===== src/rtl/mod_counter_pkg.sv =====
// Shared types and constants for the modulo up/down counter.
// The prescaler option is selected with MOD_COUNTER_PRESCALE_EN.
package mod_counter_pkg;

    typedef enum logic {
        RUN  = 1'b0,
        HALT = 1'b1
    } state_t;

    localparam logic DIR_UP   = 1'b1;
    localparam logic DIR_DOWN = 1'b0;

endpackage


===== src/rtl/mod_counter_prescaler.sv =====
// Enable divider: tick pulses on every PRESCALE-th enabled cycle.
// Only instantiated when MOD_COUNTER_PRESCALE_EN is defined.
module mod_counter_prescaler #(
    parameter int PRESCALE = 4
) (
    input  logic clk,
    input  logic reset,
    input  logic clear,
    input  logic en,
    output logic tick
);

    localparam int PW = $clog2(PRESCALE);
    localparam logic [PW-1:0] LAST = PW'(PRESCALE - 1);

    generate
        if (PRESCALE < 2) begin : g_bad_prescale
            $error("mod_counter_prescaler: PRESCALE must be >= 2");
        end
    endgenerate

    logic [PW-1:0] cnt;

    always_ff @(posedge clk or posedge reset) begin
        if (reset) begin
            cnt <= '0;
        end else if (clear) begin
            cnt <= '0;
        end else if (en) begin
            cnt <= (cnt == LAST) ? '0 : cnt + 1'b1;
        end
    end

    assign tick = en && (cnt == LAST);

endmodule


===== src/rtl/mod_counter.sv =====
// Modulo up/down counter with load, clear, wrap pulse and one-shot halt.
// Define MOD_COUNTER_PRESCALE_EN to step only on every PRESCALE-th enabled cycle.
module mod_counter
    import mod_counter_pkg::*;
#(
    parameter int WIDTH    = 4,
    parameter int MODULUS  = 15,
    parameter int PRESCALE = 4
) (
    input  logic             clk,
    input  logic             reset,
    input  logic             clear,
    input  logic             en,
    input  logic             up,
    input  logic             load,
    input  logic [WIDTH-1:0] load_val,
    input  logic             one_shot,
    output logic [WIDTH-1:0] count,
    output logic             wrap,
    output logic             done
);

    localparam logic [WIDTH-1:0] TOP = WIDTH'(MODULUS - 1);

    generate
        if (MODULUS < 2 || longint'(MODULUS) > (64'd1 << WIDTH)) begin : g_bad_modulus
            $error("mod_counter: MODULUS must satisfy 2 <= MODULUS <= 2**WIDTH");
        end
        if (PRESCALE < 2) begin : g_bad_prescale
            $error("mod_counter: PRESCALE must be >= 2");
        end
    endgenerate

    // Loads above the count range pin to the top value so count never leaves it.
    function automatic logic [WIDTH-1:0] saturate(input logic [WIDTH-1:0] v);
        return (v > TOP) ? TOP : v;
    endfunction

    state_t           state;
    state_t           state_next;
    logic [WIDTH-1:0] count_next;
    logic             wrap_next;
    logic             tick;

`ifdef MOD_COUNTER_PRESCALE_EN
    mod_counter_prescaler #(
        .PRESCALE(PRESCALE)
    ) u_prescaler (
        .clk  (clk),
        .reset(reset),
        .clear(clear || load),
        .en   (en && (state == RUN)),
        .tick (tick)
    );
`else
    assign tick = en;
`endif

    always_ff @(posedge clk or posedge reset) begin
        if (reset) begin
            state <= RUN;
            count <= '0;
            wrap  <= 1'b0;
        end else begin
            state <= state_next;
            count <= count_next;
            wrap  <= wrap_next;
        end
    end

    always_comb begin
        state_next = state;
        count_next = count;
        wrap_next  = 1'b0;
        if (clear) begin
            count_next = '0;
            state_next = RUN;
        end else if (load) begin
            count_next = saturate(load_val);
            state_next = RUN;
        end else if (state == RUN && tick) begin
            case (up)
                DIR_UP: begin
                    if (count == TOP) begin
                        count_next = '0;
                        wrap_next  = 1'b1;
                    end else begin
                        count_next = count + 1'b1;
                    end
                end
                DIR_DOWN: begin
                    if (count == '0) begin
                        count_next = TOP;
                        wrap_next  = 1'b1;
                    end else begin
                        count_next = count - 1'b1;
                    end
                end
                default: begin
                    count_next = count;
                end
            endcase
            // The terminal step still executes; only subsequent steps are blocked.
            if (wrap_next && one_shot) begin
                state_next = HALT;
            end
        end
    end

    assign done = (state == HALT);

endmodule


===== config.mk =====
export PLATFORM = sky130hd
export DESIGN_NAME = mod_counter
export DESIGN_NICKNAME = d
export VERILOG_FILES = /design/src/rtl/mod_counter_pkg.sv /design/src/rtl/mod_counter_prescaler.sv /design/src/rtl/mod_counter.sv
export SDC_FILE = /design/constraint.sdc
export NUM_CORES = 1
export LEC_CHECK = 0
export CORE_AREA = 2 2 39 41
export DETAILED_ROUTE_END_ITERATION = 10
export DIE_AREA = 0 0 41 43
export PLACE_DENSITY = 0.69
export RECOVER_POWER = 25
export SETUP_SLACK_MARGIN = 0.15
export SKIP_LAST_GASP = 1
export SLEW_MARGIN = 0
export SYNTH_ARGS = -nofsm -noshare
export SYNTH_HDL_FRONTEND = slang
export SYNTH_HIERARCHICAL = 1
export SYNTH_SLANG_ARGS = --single-unit

===== constraint.sdc =====
create_clock -name clk -period 2.9 [get_ports clk]
set_clock_uncertainty 0.15 [all_clocks]
set_input_delay 0.29 -clock clk [delete_from_list [all_inputs] [get_ports clk]]
set_output_delay 0.29 -clock clk [all_outputs]
set_load 0.03 [all_outputs]

# Word level (Yosys, flattened, before mapping)
# Index checks and enable logic that the tools add are counted.
word_totals:
  n_memories: 0
  out_inout_bits: 6
  inputBits: 11
  reg_bits: 6
  romBits: 0
  elab_cells: 35
  ramBits: 0
  latchBits: 0
op_classes:
  n_addsub: 2
  muxes: 20
  n_mul: 0
  shift: 0
  n_bitwise: 2
  reduce_logical: 6
  div_mod_pow: 0
  eq_ne: 1
  n_lt_le_gt_ge: 1
op_table:
  columns: ["cell", "count"]
  rows:
  - ["two-way mux 4 bit", 6]
  - ["two-way mux 1 bit", 12]
  - ["one-hot mux 4 bit (2 select lines)", 1]
  - ["nonzero test 3 bit", 2]
  - ["adder 4 x 1 -> 4 bit, second input constant", 1]
  - ["== test 4 bit, second input constant", 1]
  - ["> comparator 4 bit, second input constant", 1]
  - ["logical NOT 4 bit", 1]
  - ["subtractor 4 x 1 -> 4 bit, second input constant", 1]
  - ["logical AND 1 bit", 2]
  - ["inverter 1 bit", 2]
  - ["one-hot mux 1 bit (2 select lines)", 1]
  - ["AND reduction 2 bit", 1]

# Logic depth before layout (Yosys ltp)
# Gate-level depths: netlist of the first run.
logic_depth:
  ltp_word: 11
  mapped_depth: 6
  ltp_nobuf: 6

# Least setup slack after synthesis of the first run
# OpenSTA, ideal clock, no wires.
synth_timing:
  path_type: "register to register"
  from: "register count[0]"
  to: "register state (netlist: done)"
  slack_ns: 1.040
  path_stages_with_launch: 7
  period_less_slack_ns: 1.860
  n_path_buf: 0
  setup_time_ns: 0.119
  arrival_ns: 1.591
  required_ns: 2.631
  cell_sequence: "dfrtp_1 inv_1 ha_1 nor4b_1 a41oi_1 nor2_1 o21a_1"
synth_via:
  elab_chain_len: 9
  elab_cells_between_ends: 11
  cone_classes: "1 x eq/ne; 6 x mux; 4 x reduce/logical"
synth_lines:
  columns: ["item", "line", "rtl"]
  rows:
  - ["start, declared", "mod_counter.sv:18", "output logic [WIDTH-1:0] count,"]
  - ["start signal, assigned", "mod_counter.sv:66", "count <= count_next;"]
  - ["== test 4 bit or logical NOT 4 bit (tied branches)", "mod_counter.sv:84, mod_counter.sv:92", null]
  - ["two-way mux 1 bit (on tied branches)", "mod_counter.sv:84, mod_counter.sv:92", null]
  - ["one-hot mux 1 bit (2 select lines) (*)", "mod_counter.sv:82", "case (up)"]
  - ["two-way mux 1 bit (*)", "mod_counter.sv:81", "end else if (state == RUN && tick) begin"]
  - ["two-way mux 1 bit (*)", "mod_counter.sv:78", "end else if (load) begin"]
  - ["two-way mux 1 bit (*)", "mod_counter.sv:75", "if (clear) begin"]
  - ["logical AND 1 bit (*)", "mod_counter.sv:104", "if (wrap_next && one_shot) begin"]
  - ["nonzero test 3 bit (no source line) (*)", null, null]
  - ["AND reduction 2 bit (no source line) (*)", null, null]
  - ["end signal, assigned", "mod_counter.sv:65", "state <= state_next;"]
  - ["end, declared", "mod_counter.sv:39", "state_t state;"]
# Every way passes the cells marked *; elsewhere a longest branch is shown, timed or not. The select of a mux whose other input is x is not followed.
# A chain may end at the register's enable or synchronous reset.

# Worst setup path after layout of the first run
layout_timing:
  from: "register count[0]"
  to: "register count[0]"
layout_via:
  elab_chain_len: 6
  elab_cells_between_ends: 10
  cone_classes: "2 x add/sub; 1 x eq/ne; 6 x mux; 1 x reduce/logical"
layout_lines:
  columns: ["item", "line", "rtl"]
  rows:
  - ["subtractor 4 x 1 -> 4 bit, or another cell as far along", "mod_counter.sv:96", "count_next = count - 1'b1;"]
  - ["two-way mux 4 bit (on tied branches)", "mod_counter.sv:92, mod_counter.sv:84", null]
  - ["one-hot mux 4 bit (2 select lines) (*)", "mod_counter.sv:82", null]
  - ["two-way mux 4 bit (*)", "mod_counter.sv:81", null]
  - ["two-way mux 4 bit (*)", "mod_counter.sv:78", null]
  - ["two-way mux 4 bit (*)", "mod_counter.sv:75", null]
# Marks and branches as above.

==> reports/results.txt, run 1 <==
fin crit share = 68.6%
critical path class = flip-flop to flip-flop
Die ar. = 1760 sq um
Final Critical Period = 1990 ps
clock buffer count from CTS = 3
Startpoint Class = flip-flop
Root Driver = clkbuf_4
fillers = 147
nets@finish = 94
worst-margin pin slew = 338 ps
vias in the first global route = 442
# Post-CTS Setup Buffers = 0
Total GRT Usage = 16.1%
largest net degree at the start of global routing = 12
final WL = 1200 microns
final antenna-violating net count = 0
PwrDens = 380 nW/um^2
clk_lat worst skew = 240 ps
end point of the critical path = count[0]
YS warnings = 6
worst r2r src = count[0]
fraction of layout cells with a size suffix above 1 = 9.09%
final setup vio count = 0
register area share after synthesis = 28.4%
via/cell ratio = 5.58
maximum fanout along the worst path = 9
Layout Cells excl Fill = 93
CTS tree = done
iteration count of the initial detailed-routing pass = 4
worst setup path startpoint = count[0]
post-route setup TNS = 0 ps
Final Hold Vio Count = 0
initial DRC count = 10
R2R cell count = 6
outcome = finished clean
Max clock buf depth = 2
final core utilization = 50.1%
DRC Markers = 0
leak pwr = 0.000294 uW
CORE AREA = 1380 sq um
CTS clock-pin slew for the worst setup and hold paths = 40 ps
Arr. time, crit path = 1980 ps
Distinct cells, synth = 32
unrepaired setup endpoints after global routing = no
H-tree levels = 1
FF+latch count, synth = 6
Min-Delay Path Class = primary input to async pin
chip width = 41 microns
Num Clock Sinks = 6
Worst R2R End = count[0]
initial antenna violation count = 0
Synthesized Nets = 77
Top Family by Delay on Critical Path = compound AO/OA/AOI/OAI gates
IO Port Bufs = 16
Post-Syn Area per Cell = 8.52 sq um
Pwr Total = 264 uW
MaxCap Viol Count = 0
row count = 14
antenna cells = 0
Layout area overhead = 31.3%
Rel. slew slack = 77.2%
Top Ports = 17
DPL Wire Length = 895 microns
CP Depth = 6
hold_buf cts = 0
CP max stage cell = dfrtp_1
fin area = 693 sq um
Mapped Cells = 62
grt ovf = 0
Buf/Inv on CP = 1
routability congestion estimate = 0.789
die height = 43 microns
post_cts resized = 0
cell area after synthesis = 528 sq um
r2r setup slk = 910 ps
dpl cell area = 671 sq um
vias = 519
Critical Path, Cell by Cell = inv_1 > ha_1 > nor4b_1 > a41oi_1 > a32oi_1 > o31ai_1
Worst path max stage delay = 520 ps
initial core utilization = 38.2%
Cells after DPL = 90
wire length per cell = 12.8 microns
CP required = 2890 ps
Final Slew Violations = 0
first-pass GRT wire length = 1930 microns
Critical Path End Type = flip-flop
Peak VDD IR = 0.000357 V
Max Clock Freq = 503 MHz
[synth_stat cells]
master | instances | share of area (%)
nand2_1 | 7 | 5.0
nor2_1 | 7 | 5.0
dfrtp_1 | 6 | 28
a21oi_1 | 5 | 4.7
ha_1 | 4 | 9.5
inv_1 | 4 | 2.8
nand3_1 | 2 | 1.9
nor4_1 | 2 | 2.4
o21a_1 | 2 | 2.8
a21o_1 | 1 | 1.4
a21oi_2 | 1 | 1.7
a221oi_2 | 1 | 2.8
a311o_1 | 1 | 1.9
a31oi_1 | 1 | 1.2
a32oi_1 | 1 | 1.7
a41oi_1 | 1 | 1.7
and2_2 | 1 | 1.4
and4b_1 | 1 | 1.9
buf_2 | 1 | 0.95
buf_4 | 1 | 1.4
buf_6 | 1 | 2.1
clkbuf_8 | 1 | 2.6
mux2i_1 | 1 | 1.9
nand2b_1 | 1 | 1.2
nor3_1 | 1 | 0.95
nor4b_1 | 1 | 1.7
o211ai_1 | 1 | 1.4
o21ai_0 | 1 | 0.95
o21bai_1 | 1 | 1.4
o31ai_1 | 1 | 1.4
o41ai_1 | 1 | 1.7
or3b_4 | 1 | 2.1
[routing by layer]
layer | wire, microns | global-route usage, % | up-vias
li1 | - | - | 256
met1 | 529 | 20.9 | 244
met2 | 568 | 24.4 | 19
met3 | 97 | 7.85 | 0
met4 | 0 | 2.00 | 0
met5 | 0 | 0 | -
[sequential cells by signal, summed over array words and instances (netlist names)]
name,count
count,4
done,1
wrap,1
[cell families (layout without fill, tap and decap cells)]
kind of cell,Yosys count,in the layout,synth area share (%)
simple gates,24,24,23.5
flops,6,6,28.4
compound gates,19,19,26.8
fa+ha+maj,4,4,9.48
buf+inv,8,23,9.95
mux,1,1,1.90
[area by class of cell]
class | instances | area [sq um] | share of cell area, %
Tap cell | 16 | 20.0 | 2.89
Inverter | 4 | 15.0 | 2.17
Sequential cell | 6 | 150 | 21.7
Multi-Input combinational cell | 48 | 325 | 46.9
Timing Repair Buffer | 16 | 160 | 23.1
Clock buffer | 3 | 22.5 | 3.25
[stage by stage]
stage / hold WS [ps] / worst slack (ps)
finish: 248 / 910
global route: 277 / 751
CTS: 105 / 928
detailed placement: 368 / 910
global placement: 366 / 904
floorplan: -69.0 / 1040
[worst min-delay path by stage]
stage	startpoint	slack (ps)	endpoint
after floorplan	reset	-70	count[0]
after global placement	reset	370	done
after detailed placement	reset	370	done
after CTS	reset	110	count[2]
after global routing	reset	280	count[1]
final	reset	250	count[3]
[power breakdown]
group	internal, uW	switching [uW]	total, uW	leakage [uW]
sequential	89.3	12.4	102	0.0000806
combinational	42.3	45.0	87.2	0.000200
clock	46.7	28.1	74.8	0.0000138
total	178	85.4	264	0.000294
[layout by cell type (no fill, tap or decap)]
cell,n
mux2i_1,1
o31ai_1,1
dlygate4sd3_1,1
nand3_1,2
inv_1,4
nor4b_1,1
and2_2,1
and4b_1,1
ha_1,4
nand2_1,7
o21bai_1,1
o21ai_0,1
o41ai_1,1
nand2b_1,1
nor2_1,7
a21o_1,1
o21a_1,2
nor4_1,2
o211ai_1,1
dfrtp_1,6
clkdlybuf4s50_1,15
a311o_1,1
a21oi_2,1
a32oi_1,1
a21oi_1,5
or3b_4,1
a31oi_1,1
a221oi_2,1
nor3_1,1
a41oi_1,1
clkbuf_4,3
Note: power is estimated with default switching activity, not from simulation.
==> run 2: changes to the inputs <==
--- a/config.mk
+++ b/config.mk
@@ -5,9 +5,9 @@
 export SDC_FILE = /design/constraint.sdc
 export NUM_CORES = 1
 export LEC_CHECK = 0
-export CORE_AREA = 2 2 39 41
+export CORE_AREA = 2 2 40 42
 export DETAILED_ROUTE_END_ITERATION = 10
-export DIE_AREA = 0 0 41 43
+export DIE_AREA = 0 0 42 44
 export PLACE_DENSITY = 0.69
 export RECOVER_POWER = 25
 export SETUP_SLACK_MARGIN = 0.15
==> constraint.sdc (replaced) <==
create_clock -name clk -period 1.8 [get_ports clk]
set_clock_uncertainty 0.15 [all_clocks]
set_input_delay 0.18 -clock clk [delete_from_list [all_inputs] [get_ports clk]]
set_output_delay 0.18 -clock clk [all_outputs]
set_load 0.03 [all_outputs]
==> run 2 against run 1 <==
  * Utilization grew 8.7 points
  * Sequential share of layout area decreased by 3.4 points
  * Hold slack got worse by 110 ps
  * Power grew 79%
  * Largest cell class unchanged
==> reports/results.txt, run 2 (synthesis results as in run 1) <==
outcome = finished clean
Top reg by flops = count
row count = 14
Layout area overhead = 58.1%
Register Area = 153 sq um
Max Clock Freq = 613 MHz
initial antenna violation count = 0
Arr. time, crit path = 1600 ps
clock buffer count from CTS = 3
leak pwr = 0.000369 uW
wire length per cell = 13.0 microns
Worst path max stage delay = 420 ps
Critical Path End Type = flip-flop
Max clock buf depth = 2
Top Family by Delay on Critical Path = flip-flops
largest net degree at the start of global routing = 11
Startpoint Class = flip-flop
final setup vio count = 0
initial DRC count = 10
fillers = 126
commonest non-fill, non-tap cell in the layout = clkdlybuf4s50_1
via/cell ratio = 5.40
critical path class = flip-flop to flip-flop
most frequent cells in the layout = clkdlybuf4s50_1 (10), nor2_1 (7), nand2_1 (7), buf_4 (7)
PwrDens = 565 nW/um^2
maximum fanout along the worst path = 5
antenna cells = 0
CP Depth = 6
post-route setup TNS = 0 ps
Layout Cells excl Fill = 102
fin area = 835 sq um
CP max stage cell = dfrtp_2
Min-Delay Path Class = primary input to async pin
worst-margin pin slew = 367 ps
clk_lat worst skew = 240 ps
Cells after DPL = 95
R2R cell count = 6
DPL Wire Length = 950 microns
Die ar. = 1850 sq um
routability congestion estimate = 0.774
chip width = 42 microns
final WL = 1330 microns
first-pass GRT wire length = 2050 microns
grt ovf = 0
vias = 551
Pwr Total = 471 uW
unrepaired setup endpoints after global routing = yes
initial core utilization = 37.2%
vias in the first global route = 495
Peak VDD IR = 0.000602 V
fin crit share = 90.6%
Num Clock Sinks = 6
IO Port Bufs = 16
number of flip-flops in the largest register = 4
MaxCap Viol Count = 0
final antenna-violating net count = 0
fraction of layout cells with a size suffix above 1 = 30.2%
dpl cell area = 713 sq um
Rel. slew slack = 75.6%
nets@finish = 103
r2r setup slk = 170 ps
CORE AREA = 1420 sq um
Total GRT Usage = 14.9%
Final Hold Vio Count = 0
die height = 44 microns
CTS tree = done
Buf/Inv on CP = 1
Final Slew Violations = 0
hold_buf cts = 0
CTS clock-pin slew for the worst setup and hold paths = 40 ps
Critical Path, Cell by Cell = buf_6 > ha_4 > mux2i_1 > nor2_1 > o41ai_2 > nand2_1
Top Ports = 17
area of the multi-input gates = 393 sq um
CP required = 1770 ps
iteration count of the initial detailed-routing pass = 4
DRC Markers = 0
Final Critical Period = 1630 ps
Root Driver = clkbuf_4
H-tree levels = 1
-- run 2: cell types whose count changed in the layout (fill, tap and decap cells not counted), moves of 2 or more --
cell and change:
buf_6 +2, buf_4 +7, dlygate4sd2_1 +5, dfrtp_1 -2, inv_1 -2, clkdlybuf4s50_1 -5
dfrtp_2 +2, ha_4 +3, ha_1 -3
-- run 2: area by class of cell --
type                            instances  share of cell area, %
Timing Repair Buffer                   25                   27.4
Inverter                                4                   2.10
Tap cell                               16                   2.40
Multi-Input combinational cell         48                   47.1
Clock buffer                            3                   2.70
Sequential cell                         6                   18.3
-- run 2: where the power goes --
group | total (uW) | internal [uW] | switching, uW
Sequential | 161 | 145 | 16.5
Combinational | 193 | 98.2 | 94.3
Clock | 118 | 75.0 | 42.6
Total | 471 | 318 | 153
-- run 2: metal layers --
layer  share of wire (%)  track usage (%)  vias up
li1                    -                -      274
met1                  42             16.0      257
met2                  52             28.7       18
met3                 5.0             5.00        2
met4                0.60             1.94        0
met5                   0                0        -
-- run 2: path summary, 6_finish.rpt --
path,from,endpoint
max reg2reg,count[0],count[2]
min reg2reg,done,done
min in group clk,done,done
min,reset,count[3]
max in group asynchronous,reset,count[1]
max,count[0],count[2]
-- run 2: repair_timing --
item                                    4_1_cts  5_1_grt
pin swaps                                     1        7
endpoints found under the setup margin        6        5
gates resized for setup                       8        9
buffers inserted                              0        4
endpoints found under the hold margin         0        0
-- run 2: metrics by stage --
stage | worst slack [ps] | util [%] | hold slack [ps]
finish | 169 | 58.8 | 136
global route | 102 | 58.8 | 167
CTS | 146 | 52.8 | 1.46
detailed placement | 52.6 | 50.3 | 258
global placement | 50.1 | 50.3 | 257
floorplan | 150 | - | -179
